$ cat src/rtl/imul_mac_seq_if.sv
// Handshake bundle for imul_mac_seq: operand input, multiplier request/response
// and accumulated-result output channels.
interface imul_mac_seq_if;
    logic        in_req_val;
    logic        in_req_rdy;
    logic [64:0] in_req_msg;

    logic        mul_req_val;
    logic        mul_req_rdy;
    logic [63:0] mul_req_msg;

    logic        mul_resp_val;
    logic        mul_resp_rdy;
    logic [31:0] mul_resp_msg;

    logic        out_val;
    logic        out_rdy;
    logic [31:0] out_msg;
    logic [7:0]  out_count;

    // Accumulator side.
    modport slave (
        input  in_req_val, in_req_msg, mul_req_rdy, mul_resp_val, mul_resp_msg, out_rdy,
        output in_req_rdy, mul_req_val, mul_req_msg, mul_resp_rdy, out_val, out_msg, out_count
    );

    // Environment side: operand source, multiplier and result consumer.
    modport master (
        output in_req_val, in_req_msg, mul_req_rdy, mul_resp_val, mul_resp_msg, out_rdy,
        input  in_req_rdy, mul_req_val, mul_req_msg, mul_resp_rdy, out_val, out_msg, out_count
    );
endinterface

$ cat src/rtl/imul_mac_seq.sv
// Sequential multiply-accumulate front end: forwards operand pairs to an external
// multiplier and sums the returned products per group delimited by a last flag.
module imul_mac_seq #(
    parameter int p_depth = 2
) (
    input logic          clk,
    input logic          reset,
    imul_mac_seq_if.slave bus
);
    localparam int ptr_w = $clog2(p_depth);

    typedef logic [ptr_w-1:0] ptr_t;
    typedef logic [ptr_w:0]   occ_t;
    typedef enum logic {ST_ACC, ST_DONE} state_t;

    state_t      state, state_next;
    logic        flags [p_depth];
    ptr_t        wr_ptr, rd_ptr;
    occ_t        occ;
    logic        full, empty, push, pop, pop_flag, close_group;
    logic [31:0] acc, acc_next, out_sum;
    logic [7:0]  cnt, cnt_next, out_cnt;

    function automatic ptr_t bump(input ptr_t p);
        return (p == ptr_t'(p_depth - 1)) ? '0 : p + ptr_t'(1);
    endfunction

    // Full looks only at registered occupancy, so a same-cycle pop never frees a slot.
    assign full  = (occ == occ_t'(p_depth));
    assign empty = (occ == '0);

    assign bus.mul_req_msg = bus.in_req_msg[63:0];
    assign bus.mul_req_val = bus.in_req_val && !full;
    assign bus.in_req_rdy  = bus.mul_req_rdy && !full;
    assign push            = bus.in_req_val && bus.in_req_rdy;

    assign pop_flag = flags[rd_ptr];
    assign acc_next = acc + bus.mul_resp_msg;
    assign cnt_next = (cnt == 8'hFF) ? cnt : cnt + 8'd1;

    // NOTE: state registers use non-blocking assignments so every flop samples pre-edge values.
    always_ff @(posedge clk or negedge reset) begin
        if (!reset) state <= ST_ACC;
        else        state <= state_next;
    end

    always_comb begin
        // NOTE: every output gets a default first; a missed branch would otherwise infer a latch.
        state_next       = state;
        pop              = 1'b0;
        close_group      = 1'b0;
        bus.mul_resp_rdy = 1'b0;
        bus.out_val      = 1'b0;
        unique case (state)
            ST_ACC: begin
                bus.mul_resp_rdy = !empty;
                pop              = bus.mul_resp_val && !empty;
                if (pop && pop_flag) begin
                    close_group = 1'b1;
                    state_next  = ST_DONE;
                end
            end
            ST_DONE: begin
                bus.out_val = 1'b1;
                if (bus.out_rdy) state_next = ST_ACC;
            end
            default: state_next = ST_ACC;
        endcase
    end

    // NOTE: flag storage is not reset; the pointers alone decide which entries are valid.
    always_ff @(posedge clk) begin
        if (push) flags[wr_ptr] <= bus.in_req_msg[64];
    end

    always_ff @(posedge clk or negedge reset) begin
        if (!reset) begin
            wr_ptr <= '0;
            rd_ptr <= '0;
            occ    <= '0;
        end else begin
            if (push) wr_ptr <= bump(wr_ptr);
            if (pop)  rd_ptr <= bump(rd_ptr);
            case ({push, pop})
                2'b10:   occ <= occ + occ_t'(1);
                2'b01:   occ <= occ - occ_t'(1);
                default: occ <= occ;
            endcase
        end
    end

    always_ff @(posedge clk or negedge reset) begin
        if (!reset) begin
            acc     <= '0;
            cnt     <= '0;
            out_sum <= '0;
            out_cnt <= '0;
        end else if (pop) begin
            if (close_group) begin
                out_sum <= acc_next;
                out_cnt <= cnt_next;
                acc     <= '0;
                cnt     <= '0;
            end else begin
                acc <= acc_next;
                cnt <= cnt_next;
            end
        end
    end

    assign bus.out_msg   = out_sum;
    assign bus.out_count = out_cnt;
endmodule

$ cat src/flat_wrapper.sv
// flat-port wrapper written by rule: the top's interface ports become plain ports
module imul_mac_seq_flat 
#(
    parameter int p_depth = 2
)
  (clk, reset, bus_in_req_val, bus_in_req_msg, bus_mul_req_rdy, bus_mul_resp_val, bus_mul_resp_msg, bus_out_rdy, bus_in_req_rdy, bus_mul_req_val, bus_mul_req_msg, bus_mul_resp_rdy, bus_out_val, bus_out_msg, bus_out_count);
  imul_mac_seq_if bus_i ();
  input logic clk;
  input logic reset;
  input wire logic [$bits(bus_i.in_req_val)-1:0] bus_in_req_val;
  input wire logic [$bits(bus_i.in_req_msg)-1:0] bus_in_req_msg;
  input wire logic [$bits(bus_i.mul_req_rdy)-1:0] bus_mul_req_rdy;
  input wire logic [$bits(bus_i.mul_resp_val)-1:0] bus_mul_resp_val;
  input wire logic [$bits(bus_i.mul_resp_msg)-1:0] bus_mul_resp_msg;
  input wire logic [$bits(bus_i.out_rdy)-1:0] bus_out_rdy;
  output wire logic [$bits(bus_i.in_req_rdy)-1:0] bus_in_req_rdy;
  output wire logic [$bits(bus_i.mul_req_val)-1:0] bus_mul_req_val;
  output wire logic [$bits(bus_i.mul_req_msg)-1:0] bus_mul_req_msg;
  output wire logic [$bits(bus_i.mul_resp_rdy)-1:0] bus_mul_resp_rdy;
  output wire logic [$bits(bus_i.out_val)-1:0] bus_out_val;
  output wire logic [$bits(bus_i.out_msg)-1:0] bus_out_msg;
  output wire logic [$bits(bus_i.out_count)-1:0] bus_out_count;
  assign bus_i.in_req_val = bus_in_req_val;
  assign bus_i.in_req_msg = bus_in_req_msg;
  assign bus_i.mul_req_rdy = bus_mul_req_rdy;
  assign bus_i.mul_resp_val = bus_mul_resp_val;
  assign bus_i.mul_resp_msg = bus_mul_resp_msg;
  assign bus_i.out_rdy = bus_out_rdy;
  assign bus_in_req_rdy = bus_i.in_req_rdy;
  assign bus_mul_req_val = bus_i.mul_req_val;
  assign bus_mul_req_msg = bus_i.mul_req_msg;
  assign bus_mul_resp_rdy = bus_i.mul_resp_rdy;
  assign bus_out_val = bus_i.out_val;
  assign bus_out_msg = bus_i.out_msg;
  assign bus_out_count = bus_i.out_count;
  imul_mac_seq #(.p_depth(p_depth)) u_core (.clk(clk), .reset(reset), .bus(bus_i));
endmodule
$ cat config.mk
export PLATFORM = sky130hd
export DESIGN_NAME = imul_mac_seq_flat
export DESIGN_NICKNAME = d
export VERILOG_FILES = /design/src/rtl/imul_mac_seq_if.sv /design/src/rtl/imul_mac_seq.sv /design/src/flat_wrapper.sv
export SDC_FILE = /design/constraint.sdc
export NUM_CORES = 1
export LEC_CHECK = 0
export CORE_MARGIN = 3
export CORE_UTILIZATION = 40
export DETAILED_ROUTE_END_ITERATION = 8
export GPL_ROUTABILITY_DRIVEN = 0
export PLACE_DENSITY = 0.88
export SYNTH_ARGS = -nofsm -noshare
export SYNTH_HDL_FRONTEND = slang
export SYNTH_SLANG_ARGS = --single-unit
$ cat constraint.sdc
create_clock -name clk -period 2.8 [get_ports clk]
set_input_delay 0.42 -clock clk [delete_from_list [all_inputs] [get_ports clk]]
set_output_delay 0.42 -clock clk [all_outputs]
set_load 0.01 [all_outputs]
==> metrics.csv <==
stage;metric;value;unit
status;status;finished clean;
global_route;antenna_found_initial;0;
clock_network;insertion_delay;0.36;ns
detailed_routing;drc;0;
detailed_routing;drtPass1Iterations;5;
pwr;p_int;4.596;mW
setup_path;r2r_end;u_core.bus.out_msg[28];
setup_path;worst_ep_required_time;3.04;ns
setup_path;rrSetupSlack;0.20;ns
global_route;first_global_vias;4547;
pwr;p_leak;3.267;nW
floorplan;core_region_area;13510;um2
yosys;synth_nets;726;
global_route;grt.overflow.total;0;
setup_path;crit_buf_inv;1;
sta;hold_violations;0;
layout;antenna_cells;0;
sta;maxClockFrequency;0.3697;GHz
layout;layout_commonest_cell;dfrtp_1;
setup_path;crit_path_end_kind;flop;
detailed_routing;antenna_left;0;
sta;finalClockSkew;0.01157;ns
setup_path;cp.depth;10;
pwr;sequentialPowerShare;28.1;%
setup_path;crit_path_end;u_core.bus.out_msg[31];
setup_path;worstPathArrival;2.95;ns
global_route;grt_usage;17.84;%
clock_network;cts_root_buf;clkbuf_16;
layout;stdcell_area;6949;um2
yosys;postSynthAreaPerCell;9.578;um2
pwr;p_sw_share;38.09;%
setup_path;setup.worst_path.start;bus_mul_resp_msg[17];
setup_path;start_kind;input pin;
yosys;synth_cell_types;62;
pwr;power.switching;2.828;mW
layout;fillers;1188;
global_route;grt_first_pass_wirelength;22.54;mm
layout;fin_nets;801;
clock_network;clk_pin_slew;0.07;ns
setup_path;crit_fanout;6;
setup_path;path_cells;clkdlybuf4s50_1 -> ha_1 -> o21ai_0 -> o211ai_1 -> a21boi_1 -> o21ai_1 -> a221o_1 -> a21oi_4 -> xnor3_1 -> mux2_2;
sta;period_needed;2.705;ns
setup_path;cpLargestDelayFamily;compound AO/OA/AOI/OAI gates;
floorplan;ios;211;
setup_path;r2r_start;u_core.acc[0];
detailed_routing;num_vias;4489;
sta;relSlewSlack;27.59;%
floorplan;fp.dieW;124.8;um
placement;placed_area;6566;um2
detailed_routing;drt-vias-per-instance;5.312;
job;drv_cap;0;
global_route;grt_max_degree;86;
sta;holdWs;0.2541;ns
placement;post-dp-hpwl;10.08;mm
yosys;ys_seq_elements;87;
yosys;yosysSeqAreaShare;38.77;%
yosys;synth_edf_count;2;
floorplan;num_rows;42;
detailed_routing;drt_wl_total;13.72;mm
sta;period_share;96.61;%
yosys;netlist_area;5642;um2
layout;mostFrequentLayoutCells;dfrtp_1 (85), nand2_1 (83), clkdlybuf4s50_1 (81), buf_4 (70), a21oi_1 (35);
hold_path;min_path_type;in -> async;
pwr;power.share.clock;17.0;%
floorplan;fp.dieArea;15570;um2
pwr;max-vdd-ir-drop;0.6769;mV
layout;final_util;51.45;%
pwr;finalPower;7.425;mW
floorplan;die_h;124.8;um
sta;setup_tns;0;ns
clock_network;cts_buffers;9;
setup_path;cp_slowest_cell;clkdlybuf4s50_1;
clock_network;htreeDepth;3;
setup_path;critPathKind;in -> reg;
yosys;synth_flop_cell;dfrtp_1;
setup_path;rr_worst_depth;11;
clock_network;cts_tree;done;
sta;worstMarginPinSlew;1.086;ns
setup_path;cp_slowest_stage_delay;0.42;ns
clock_network;clk_path_buf_depth;2;
floorplan;start_util;41.77;%
placement;port-buffer-count;82;
layout;drive_gt1_share;18.54;%
yosys;synth-async-reset-ratio;97.70;%
detailed_routing;drtIter0Drc;259;
pwr;pwr-share-comb;55.0;%
pwr;p_per_area;1068;nW/um2
layout;synthToLayoutAreaGrowth;23.18;%
yosys;yosysWarnings;0;
yosys;netlist_instances;589;
sta;finalSetupViolations;0;
sta;final_max_slew_viol_count;0;
detailed_routing;wire_per_inst;16.24;um
clock_network;clock-sinks;87;
==> state kept, by name (all words and copies together), names as in the netlist <==
signal and count:
u_core.cnt 8, u_core.wr_ptr 1, u_core.acc 32, u_core.rd_ptr 1
u_core.occ 2, u_core.flags 2, u_core.bus.out_msg 32, u_core.state 1
u_core.bus.out_count 8
==> through the flow <==
stage	setup WS, ns	std cells
floorplan	0.09068	589
global placement	-0.3601	825
detailed placement	-0.4229	825
CTS	0.001634	842
global route	-0.02747	845
finish	0.09494	845
==> power groups by stage <==
stage / Combinational, mW / Sequential (mW) / Clock [mW]
2_1_floorplan: 2.37 / 2.16 / 0
3_3_place_gp: 3.88 / 2.08 / 0
3_5_place_dp: 3.99 / 2.10 / 0
4_1_cts: 4.03 / 2.09 / 1.29
5_1_grt: 4.48 / 2.15 / 1.34
6_report: 4.08 / 2.09 / 1.26
==> how the worst min path moves through the flow <==
stage                                    to  slack, ns
finish              u_core.bus.out_count[1]       0.25
global route                 u_core.acc[19]       0.36
CTS                          u_core.acc[19]       0.32
detailed placement    u_core.bus.out_msg[8]       0.46
global placement              u_core.acc[0]       0.45
floorplan                     u_core.acc[0]       0.12
==> synth_stat cells, drive strengths merged (4+ instances only) <==
cell type,instances,area (um2)
a211oi,5,47.54
a21o,16,120.1
a21oi,37,192.7
a22o,24,210.2
and2,4,25.02
and3,7,43.79
buf,70,535.5
clkbuf,18,88.83
dfrtp,85,2127
ha,33,412.9
inv,11,41.29
mux2,16,183.9
mux2i,4,40.04
nand2,83,311.6
nand3,8,40.04
nand4,10,62.56
nor2,28,105.1
o211ai,4,30.03
o21a,4,30.03
o21ai,36,183.9
o21bai,5,37.54
o31ai,6,50.05
xnor2,27,236.5
xor2,12,105.1
==> kinds of logic (layout without fill, tap and decap cells) <==
kind of cell / Yosys count / in the layout / share of synthesized area [%]
compound gates: 157 / 157 / 19.25
simple gates: 152 / 152 / 12.09
fa+ha+maj: 34 / 34 / 7.674
xor+xnor: 40 / 40 / 6.454
mux: 20 / 20 / 3.970
buf+inv: 99 / 179 / 11.80
flops: 87 / 87 / 38.77
==> repair_timing <==
action / CTS / global route
resized for setup: 1 / 10
hold buffers: 0 / 0
buffers inserted: 1 / 3
endpoints found under the setup margin: 1 / 16
cloned: 0 / 0
pin swaps: 1 / 9
==> metal layers <==
metal / global-route usage [%] / share of wire [%] / vias up
li1: - / - / 2175
met1: 23.07 / 45 / 2148
met2: 27.99 / 47 / 142
met3: 6.175 / 6.4 / 24
met4: 5.867 / 1.8 / 0
met5: 0 / 0 / -
==> final cells by class <==
class,instances,area [um2],area share (%)
Clock inverter,5,65.06,0.9363
Inverter,11,41.29,0.5942
Sequential cell,87,2187,31.47
Multi-Input combinational cell,403,2836,40.82
Clock buffer,11,242.7,3.493
Timing Repair Buffer,152,1356,19.52
Tap cell,176,220.2,3.169
No activity file was read; power rests on OpenSTA's default activity.
